## src/rtl/div_unit.sv

```systemverilog
// div_unit -- multi-cycle RV32M divider (DIV, DIVU, REM, REMU).
//
// Radix-2 restoring division over 32 iterations, one per cycle. The
// result comes back through a one-cycle write-back strobe (done/wb_en).
//
// Optional feature: define DIV_FAST_SPECIAL_EN to detect divide-by-zero
// and signed overflow at accept, so they complete one cycle later and do
// not iterate. Without it every operation runs all 32 iterations. The
// results are the same in both builds.
//
// Ports:
//   clk      rising-edge clock
//   rst      synchronous, active-low reset
//   start    request a division (sampled only in IDLE)
//   op       funct3[1:0]: 00 DIV, 01 DIVU, 10 REM, 11 REMU
//   rs1_val  dividend
//   rs2_val  divisor
//   rd_addr  destination register
//   kill     abort the in-flight operation (pipeline flush)
//   busy     high from the cycle after accept through DONE
//   done     one-cycle completion pulse
//   wb_en    register-file write enable (low when rd = 0)
//   wb_addr  register-file write address
//   result   quotient or remainder
module div_unit #(
  parameter int XLEN = 32
) (
  input  logic            clk,
  input  logic            rst,
  input  logic            start,
  input  logic [1:0]      op,
  input  logic [XLEN-1:0] rs1_val,
  input  logic [XLEN-1:0] rs2_val,
  input  logic [4:0]      rd_addr,
  input  logic            kill,
  output logic            busy,
  output logic            done,
  output logic            wb_en,
  output logic [4:0]      wb_addr,
  output logic [XLEN-1:0] result
);

  typedef enum logic [1:0] {IDLE, CALC, DONE} state_t;

  state_t          state_reg;
  logic [XLEN-1:0] rem_reg;      // partial remainder; always < divisor
  logic [XLEN-1:0] quo_reg;      // dividend bits shift out the top, quotient bits in the bottom
  logic [XLEN-1:0] div_reg;      // |divisor|
  logic [5:0]      count_reg;
  logic            q_neg_reg;
  logic            r_neg_reg;
  logic            zero_reg;     // divisor was zero
  logic            is_rem_reg;
  logic [4:0]      rd_reg;
  logic            busy_reg;
  logic            done_reg;
  logic            wb_en_reg;
  logic [4:0]      wb_addr_reg;
  logic [XLEN-1:0] result_reg;

  // Operand conditioning at accept. -x on XLEN bits maps 0x80000000 onto
  // itself, which is exactly the unsigned magnitude we want.
  logic            signed_op;
  logic            a_neg;
  logic            b_neg;
  logic [XLEN-1:0] abs_a;
  logic [XLEN-1:0] abs_b;

  always_comb begin
    signed_op = ~op[0];
    a_neg     = signed_op & rs1_val[XLEN-1];
    b_neg     = signed_op & rs2_val[XLEN-1];
    abs_a     = a_neg ? -rs1_val : rs1_val;
    abs_b     = b_neg ? -rs2_val : rs2_val;
  end

  // One restoring step: 33-bit shift-in and trial subtract.
  logic [XLEN:0]   rem_shift;
  logic [XLEN:0]   diff;
  logic [XLEN-1:0] rem_step;
  logic [XLEN-1:0] quo_step;
  logic [XLEN-1:0] q_fix;
  logic [XLEN-1:0] r_fix;
  logic [XLEN-1:0] final_val;

  always_comb begin
    rem_shift = {rem_reg, quo_reg[XLEN-1]};
    diff      = rem_shift - {1'b0, div_reg};
    rem_step  = diff[XLEN] ? rem_shift[XLEN-1:0] : diff[XLEN-1:0];
    quo_step  = {quo_reg[XLEN-2:0], ~diff[XLEN]};
    // A zero divisor yields an all-ones quotient by itself; forcing it here
    // stops the sign fixup from flipping it for a negative dividend.
    if (zero_reg)
      q_fix = '1;
    else
      q_fix = q_neg_reg ? -quo_step : quo_step;
    r_fix     = r_neg_reg ? -rem_step : rem_step;
    final_val = is_rem_reg ? r_fix : q_fix;
  end

`ifdef DIV_FAST_SPECIAL_EN
  localparam logic [XLEN-1:0] INT_MIN = {1'b1, {(XLEN-1){1'b0}}};

  logic            special_hit;
  logic [XLEN-1:0] special_val;

  always_comb begin
    special_hit = 1'b0;
    special_val = '0;
    if (rs2_val == '0) begin
      special_hit = 1'b1;
      special_val = op[1] ? rs1_val : '1;
    end else if (signed_op && rs1_val == INT_MIN && rs2_val == '1) begin
      special_hit = 1'b1;
      special_val = op[1] ? '0 : INT_MIN;
    end
  end
`endif

  always_ff @(posedge clk) begin
    if (!rst) begin
      state_reg   <= IDLE;
      rem_reg     <= '0;
      quo_reg     <= '0;
      div_reg     <= '0;
      count_reg   <= '0;
      q_neg_reg   <= 1'b0;
      r_neg_reg   <= 1'b0;
      zero_reg    <= 1'b0;
      is_rem_reg  <= 1'b0;
      rd_reg      <= '0;
      busy_reg    <= 1'b0;
      done_reg    <= 1'b0;
      wb_en_reg   <= 1'b0;
      wb_addr_reg <= '0;
      result_reg  <= '0;
    end else begin
      done_reg  <= 1'b0;
      wb_en_reg <= 1'b0;
      if (kill) begin
        state_reg <= IDLE;
        busy_reg  <= 1'b0;
      end else begin
        case (state_reg)
          IDLE: begin
            if (start) begin
              is_rem_reg <= op[1];
              rd_reg     <= rd_addr;
              quo_reg    <= abs_a;
              div_reg    <= abs_b;
              rem_reg    <= '0;
              q_neg_reg  <= a_neg ^ b_neg;
              r_neg_reg  <= a_neg;
              zero_reg   <= (rs2_val == '0);
              count_reg  <= '0;
              busy_reg   <= 1'b1;
              state_reg  <= CALC;
`ifdef DIV_FAST_SPECIAL_EN
              if (special_hit) begin
                result_reg  <= special_val;
                wb_addr_reg <= rd_addr;
                done_reg    <= 1'b1;
                wb_en_reg   <= (rd_addr != 5'd0);
                state_reg   <= DONE;
              end
`endif
            end
          end
          CALC: begin
            rem_reg   <= rem_step;
            quo_reg   <= quo_step;
            count_reg <= count_reg + 6'd1;
            if (count_reg == 6'd31) begin
              // Outputs are registered on entry so they are valid throughout DONE.
              result_reg  <= final_val;
              wb_addr_reg <= rd_reg;
              done_reg    <= 1'b1;
              wb_en_reg   <= (rd_reg != 5'd0);
              state_reg   <= DONE;
            end
          end
          DONE: begin
            busy_reg  <= 1'b0;
            state_reg <= IDLE;
          end
          default: begin
            busy_reg  <= 1'b0;
            state_reg <= IDLE;
          end
        endcase
      end
    end
  end

  // A flush arriving during DONE suppresses that cycle's write-back.
  assign busy    = busy_reg;
  assign done    = done_reg & ~kill;
  assign wb_en   = wb_en_reg & ~kill;
  assign wb_addr = wb_addr_reg;
  assign result  = result_reg;

endmodule

```

## config.mk

```make
export PLATFORM = sky130hd
export DESIGN_NAME = div_unit
export DESIGN_NICKNAME = d
export VERILOG_FILES = /design/src/rtl/div_unit.sv
export SDC_FILE = /design/constraint.sdc
export NUM_CORES = 1
export LEC_CHECK = 0
export BUFFER_PORTS_ARGS = -buffer_cell sky130_fd_sc_hd__buf_2
export CELL_PAD_IN_SITES_DETAIL_PLACEMENT = 1
export CELL_PAD_IN_SITES_GLOBAL_PLACEMENT = 2
export CORE_UTILIZATION = 38
export CTS_CLUSTER_DIAMETER = 80
export DETAILED_ROUTE_END_ITERATION = 8
export PLACE_DENSITY_LB_ADDON = 0.1
export SYNTH_ARGS = -nofsm -noshare
export SYNTH_HDL_FRONTEND = slang
export SYNTH_SLANG_ARGS = --single-unit
```

## constraint.sdc

```tcl
create_clock -name clk -period 10.6 [get_ports clk]
set_clock_uncertainty 0.05 [all_clocks]
set_input_delay 2.12 -clock clk [delete_from_list [all_inputs] [get_ports clk]]
set_output_delay 2.12 -clock clk [all_outputs]
set_load 0.02 [all_outputs]
```

# [Word-level counts from Yosys, hierarchy flattened]
# Index checks and enable logic that the tools add are counted.
[word_totals] register_bits=153 in_bits=75
[classes] n_reduce_logical=12 eq_ne=4 addsub=6 muxes=19 n_bitwise=11
[ops] operator="two-way mux 32 bit" n=9
[ops] operator="negator 32 bit" n=4
[ops] operator="case mux 32 bit (2 select lines)" n=2
[ops] operator="subtractor 33 x 32 -> 33 bit" n=1
[ops] operator="zero test 32 bit" n=1
[ops] operator="case mux 6 bit (2 select lines)" n=1
[ops] operator="AND reduction 3 bit" n=3
[ops] operator="adder 6 x 1 -> 6 bit (second input constant)" n=1
[ops] operator="== test 6 x 5 -> 1 bit (second input constant)" n=1
[ops] operator="two-way mux 6 bit" n=1
[ops] operator="inverter 1 bit" n=6
[ops] operator="nonzero test 5 bit" n=1
[ops] operator="AND 1 bit" n=4
[ops] operator="two-way mux 2 bit" n=2
[ops] operator="!= test 2 bit (second input constant)" n=2
[ops] operator="case mux 2 bit (2 select lines)" n=1
[ops] operator="AND reduction 2 bit" n=2
[ops] operator="OR reduction 4 bit" n=1
[ops] operator="OR reduction 3 bit" n=1
[ops] operator="== test 2 x 1 -> 1 bit (second input constant)" n=1
[ops] operator="zero test 2 bit" n=1
[ops] operator="two-way mux 1 bit" n=2
[ops] operator="case mux 1 bit (2 select lines)" n=1
[ops] operator="nonzero test 2 bit" n=1
[ops] operator="2 further kinds" n=2

# [Logic depth before layout (Yosys ltp)]
[logic_depth] word_depth=6 depth_mapped=24

# [Worst setup path before layout]
# No wires, ideal clock.
[synth_timing] path_type="input -> register" start="input rs2_val[0]" end="register div_reg[29]" setup_ns=0.086 path_stages=10 arrival_time_ns=4.717 required_ns=10.464 slack_ns=5.747 path_cell_list="or4_1 or3_1 or4_1 nor4_2 nand2_1 nor3_1 nand2_1 o21ai_0 xor2_1 a211oi_1"
[synth_between] elab_chain_len=2
[synth_rtl] item="start: declaration" line_no="33" text="input logic [XLEN-1:0] rs2_val,"
[synth_rtl] item="negator 32 bit" line_no="74" text="abs_b = b_neg ? -rs2_val : rs2_val;"
[synth_rtl] item="two-way mux 32 bit" line_no="74"
[synth_rtl] item="end signal: assignment" line_no="150" text="div_reg <= abs_b;"
[synth_rtl] item="end: declaration" line_no="48" text="logic [XLEN-1:0] div_reg;"
# Every way passes these cells.
# A chain may end at the register's enable or synchronous reset.

# [Worst setup path in the final report]
[layout_timing] start="register quo_reg[31]" end="register result_reg[20], in the netlist result[20]"
[layout_between] elab_chain_len=6 elab_cells_between_ends=9 classes_between="add/sub (3); mux (5); bitwise (1)"
[layout_rtl] item="start: declaration" line_no="47" text="logic [XLEN-1:0] quo_reg;"
[layout_rtl] item="start signal: assignment" line_no="149" text="quo_reg <= abs_a;"
[layout_rtl] item="start signal: assignment" line_no="171" text="quo_reg <= quo_step;"
[layout_rtl] item="subtractor 33 x 32 -> 33 bit" line_no="88" text="diff = rem_shift - {1'b0, div_reg};"
[layout_rtl] item="inverter 1 bit" line_no="90" text="quo_step = {quo_reg[XLEN-2:0], ~diff[XLEN]};"
[layout_rtl] item="negator 32 bit" line_no="96" text="q_fix = q_neg_reg ? -quo_step : quo_step;"
[layout_rtl] item="two-way mux 32 bit" line_no="96"
[layout_rtl] item="two-way mux 32 bit" line_no="93" text="if (zero_reg)"
[layout_rtl] item="two-way mux 32 bit *" line_no="98" text="final_val = is_rem_reg ? r_fix : q_fix;"
[layout_rtl] item="end signal: assignment" line_no="175" text="result_reg <= final_val;"
[layout_rtl] item="end: declaration" line_no="59" text="logic [XLEN-1:0] result_reg;"
# Mark *: on every way between the ends. The rest lies on a longest branch, timed or not.

==> results.py <==
metrics = {
    "die": {
        "die-area_um2": 31280,
        "die_w_um": 176.9,
        "ios": 115,
        "row_count": 63,
        "die_h_um": 176.9,
        "core_um2": 29870,
        "initial_core_util_pct": 38.89,
    },
    "synthesis": {
        "synth_top_flop_cell": "dfxtp_1",
        "yosys_warnings": 0,
        "postSynth.asyncResetShare_pct": 0,
        "syn_area_um2": 11620,
        "synth_edf_count": 0,
        "syn_nets": 1653,
        "ys_ff_latch": 153,
        "avgSynthCellArea_um2": 7.544,
        "synthAdderAreaFrac_pct": 4.157,
        "synth_top_family_by_area": "compound AO/OA/AOI/OAI gates",
        "syn_inst": 1540,
        "synth.area.mux_share_pct": 3.511,
        "synth_compound_area_share_pct": 28.65,
        "ys_seq_area_share_pct": 26.37,
        "netlist-cell-type-count": 91,
        "synthXorXnorAreaFrac_pct": 9.575,
        "synthSimpleGateAreaFrac_pct": 22.37,
    },
    "clocking": {
        "cts_tree": "built",
        "cts_hold_buf": 0,
        "cts-buffers-inserted": 17,
        "ctsResizeCount": 0,
        "clkSinkCount": 153,
        "post-cts-setup-buffers": 0,
        "path_clk_slew_ns": 0.07,
        "insertion_delay_ns": 0.45,
        "cts_root_buffer": "clkbuf_16",
        "htree_levels": 4,
        "cts_buffer_depth": 2,
    },
    "place": {
        "place_area_um2": 12360,
        "gp_congestion": 0.9083,
        "port_buffers": 114,
        "hpwl_um": 33130,
    },
    "power": {
        "switching_power_mw": 0.5631,
        "power_frac_seq_pct": 36.5,
        "ir_drop_v": 0.0001197,
        "pwr-share-comb_pct": 23.9,
        "power_mw": 1.702,
        "leakage_nw": 5.099,
        "clock_power_share_pct": 39.6,
        "p_per_area_nw_per_um2": 131.0,
        "power.internal_mw": 1.139,
        "swShare_pct": 33.08,
    },
    "grt": {
        "grt_pass1_wl_um": 66500,
        "grt_overflow_total": 0,
        "grt_antenna_before_repair": 0,
        "grt.total_usage_pct": 27.85,
        "grt_max_degree": 80,
        "grt_pass1_vias": 11404,
    },
    "timing": {
        "tns_ns": 0,
        "worst_pin_slew_ns": 1.015,
        "fin_crit_sh_pct": 55.44,
        "relSlewSlack_pct": 32.18,
        "setup_viol": 0,
        "max_freq_mhz": 170.2,
        "rsz0062_at_grt": "no",
        "hold_viol": 0,
        "holdWs_ns": 0.3958,
        "fin_crit_ns": 5.877,
        "drv_slew": 0,
    },
    "finish": {
        "fin_nets": 1704,
        "layout_commonest_cell": "nor2_1",
        "fin_area_um2": 12990,
        "drive_above_1_share_pct": 13.23,
        "final_cell_mix": "219 x nor2_1, 161 x a21oi_1, 153 x dfxtp_1",
        "area_delta_synth_final_pct": 11.83,
        "fillers": 3756,
        "antenna_cells": 0,
    },
    "worst_setup_path": {
        "path_cells": "inv_1 > ha_1 > inv_1 > fa_1 > nand3_1 > a21oi_2 > o211ai_2 > a2111oi_4 > nor3_4 > nor2_8 > inv_4 > a21oi_1 > ha_1 > inv_1 > a211oi_2 > a41oi_4 > o41ai_2 > xnor2_1 > a221oi_1 > a21o_1",
        "crit_required_ns": 10.94,
        "endpoint_kind": "register",
        "cp_common_cell": "inv_1",
        "crit_path_max_fanout": 46,
        "cpPeakStageDelay_ns": 0.72,
        "start_kind": "register",
        "crit_slowest_cell": "nor2_8",
        "worst_ep_arrival_time_ns": 6.21,
        "critPathKind": "register to register",
    },
    "drt": {
        "ant_nets": 0,
        "via_count": 11805,
        "wl_um": 43130,
        "viasPerCell": 5.923,
        "initialDrtViolationCount": 669,
        "wl_per_cell_um": 21.64,
        "dr.pass1.iters": 4,
        "drc": 0,
    },
    "outcome": {
        "status": "finished clean",
    },
    "min_path": {
        "min_path_type": "register to register",
    },
    "run": {
        "cap_violations": 0,
    },
}
## power by group through the flow
stage	clock, mW	combinational [mW]	sequential (mW)
final	0.674	0.407	0.621
after global routing	0.706	0.444	0.623
after CTS	0.686	0.404	0.620
after detailed placement	0	0.401	0.633
after global placement	0	0.397	0.632
after floorplan	0	0.282	0.622
## cell type report
type	instances	area (um^2)	share of cell area [%]
tap	390	488.0	3.756
clock inverter	11	170.2	1.310
sequential	153	3063	23.58
clock buffer	20	456.7	3.515
inverter	52	198.9	1.531
timing repair buffer	127	668.1	5.143
multi-input combinational	1240	7946	61.17
## kinds of logic (layout without fill, tap and decap cells)
| group | after synthesis | count (layout) |
|---|---|---|
| AND/OR/NAND/NOR | 542 | 542 |
| multiplexers | 38 | 38 |
| AO/OA/AOI/OAI | 495 | 495 |
| adder cells (fa/ha/maj) | 38 | 38 |
| XOR/XNOR | 127 | 127 |
| flip-flops | 153 | 153 |
| buffers and inverters | 147 | 210 |
## synth_stat cells (12+ instances only)
cell type | number | area [um^2]
nor2_1 | 220 | 825.8
a21oi_1 | 161 | 805.8
dfxtp_1 | 153 | 3063
nand2_1 | 128 | 480.5
o21ai_0 | 71 | 355.3
clkbuf_1 | 68 | 255.2
xor2_1 | 68 | 595.6
xnor2_1 | 59 | 516.8
a211oi_1 | 56 | 420.4
inv_1 | 51 | 191.4
ha_1 | 37 | 462.9
nor3_1 | 29 | 145.1
mux2i_1 | 28 | 280.3
o31ai_1 | 28 | 210.2
nor4_1 | 25 | 156.4
or3_1 | 25 | 156.4
a21o_1 | 24 | 180.2
nand3_1 | 17 | 85.08
buf_2 | 16 | 80.08
or4_1 | 16 | 120.1
a311oi_1 | 15 | 131.4
a221oi_1 | 13 | 113.9
a22oi_1 | 13 | 97.59
o41ai_1 | 13 | 113.9
a31oi_1 | 12 | 75.07
## per-layer routing
| layer | vias to the layer above | GRT usage, % | wire [um] |
|---|---|---|---|
| li1 | 5732 | - | - |
| met1 | 5727 | 39.01 | 21160 |
| met2 | 293 | 43.01 | 18960 |
| met3 | 53 | 5.004 | 2029 |
| met4 | 0 | 8.657 | 973 |
| met5 | - | 0 | 0 |
## worst max-delay path: cells and delay by family (launching register included)
family / cells / cell delay, ns
buf+inv: 4 / 0.75
flops: 1 / 0.39
fa+ha+maj: 3 / 0.88
xor+xnor: 1 / 0.11
simple gates: 3 / 1.02
compound gates: 9 / 2.59
## final timing paths
| check | startpoint | end | slack (ns) | cells past startpoint |
|---|---|---|---|---|
| max | quo_reg[31] | result[20] | 4.72 | 20 |
| min | result[2] | result[2] | 0.40 | 2 |
| max reg2reg | quo_reg[31] | result[20] | 4.72 | 20 |
| min reg2reg | result[2] | result[2] | 0.40 | 2 |
## through the flow
step	instances	setup slack [ns]	utilization, %
finish	1993	4.723	43.49
global route	1993	4.295	43.49
global placement	1962	5.130	41.39
floorplan	1540	5.747	-
detailed placement	1962	4.822	41.39
CTS	1993	4.795	43.49
Power figures use the tool's default switching activity.
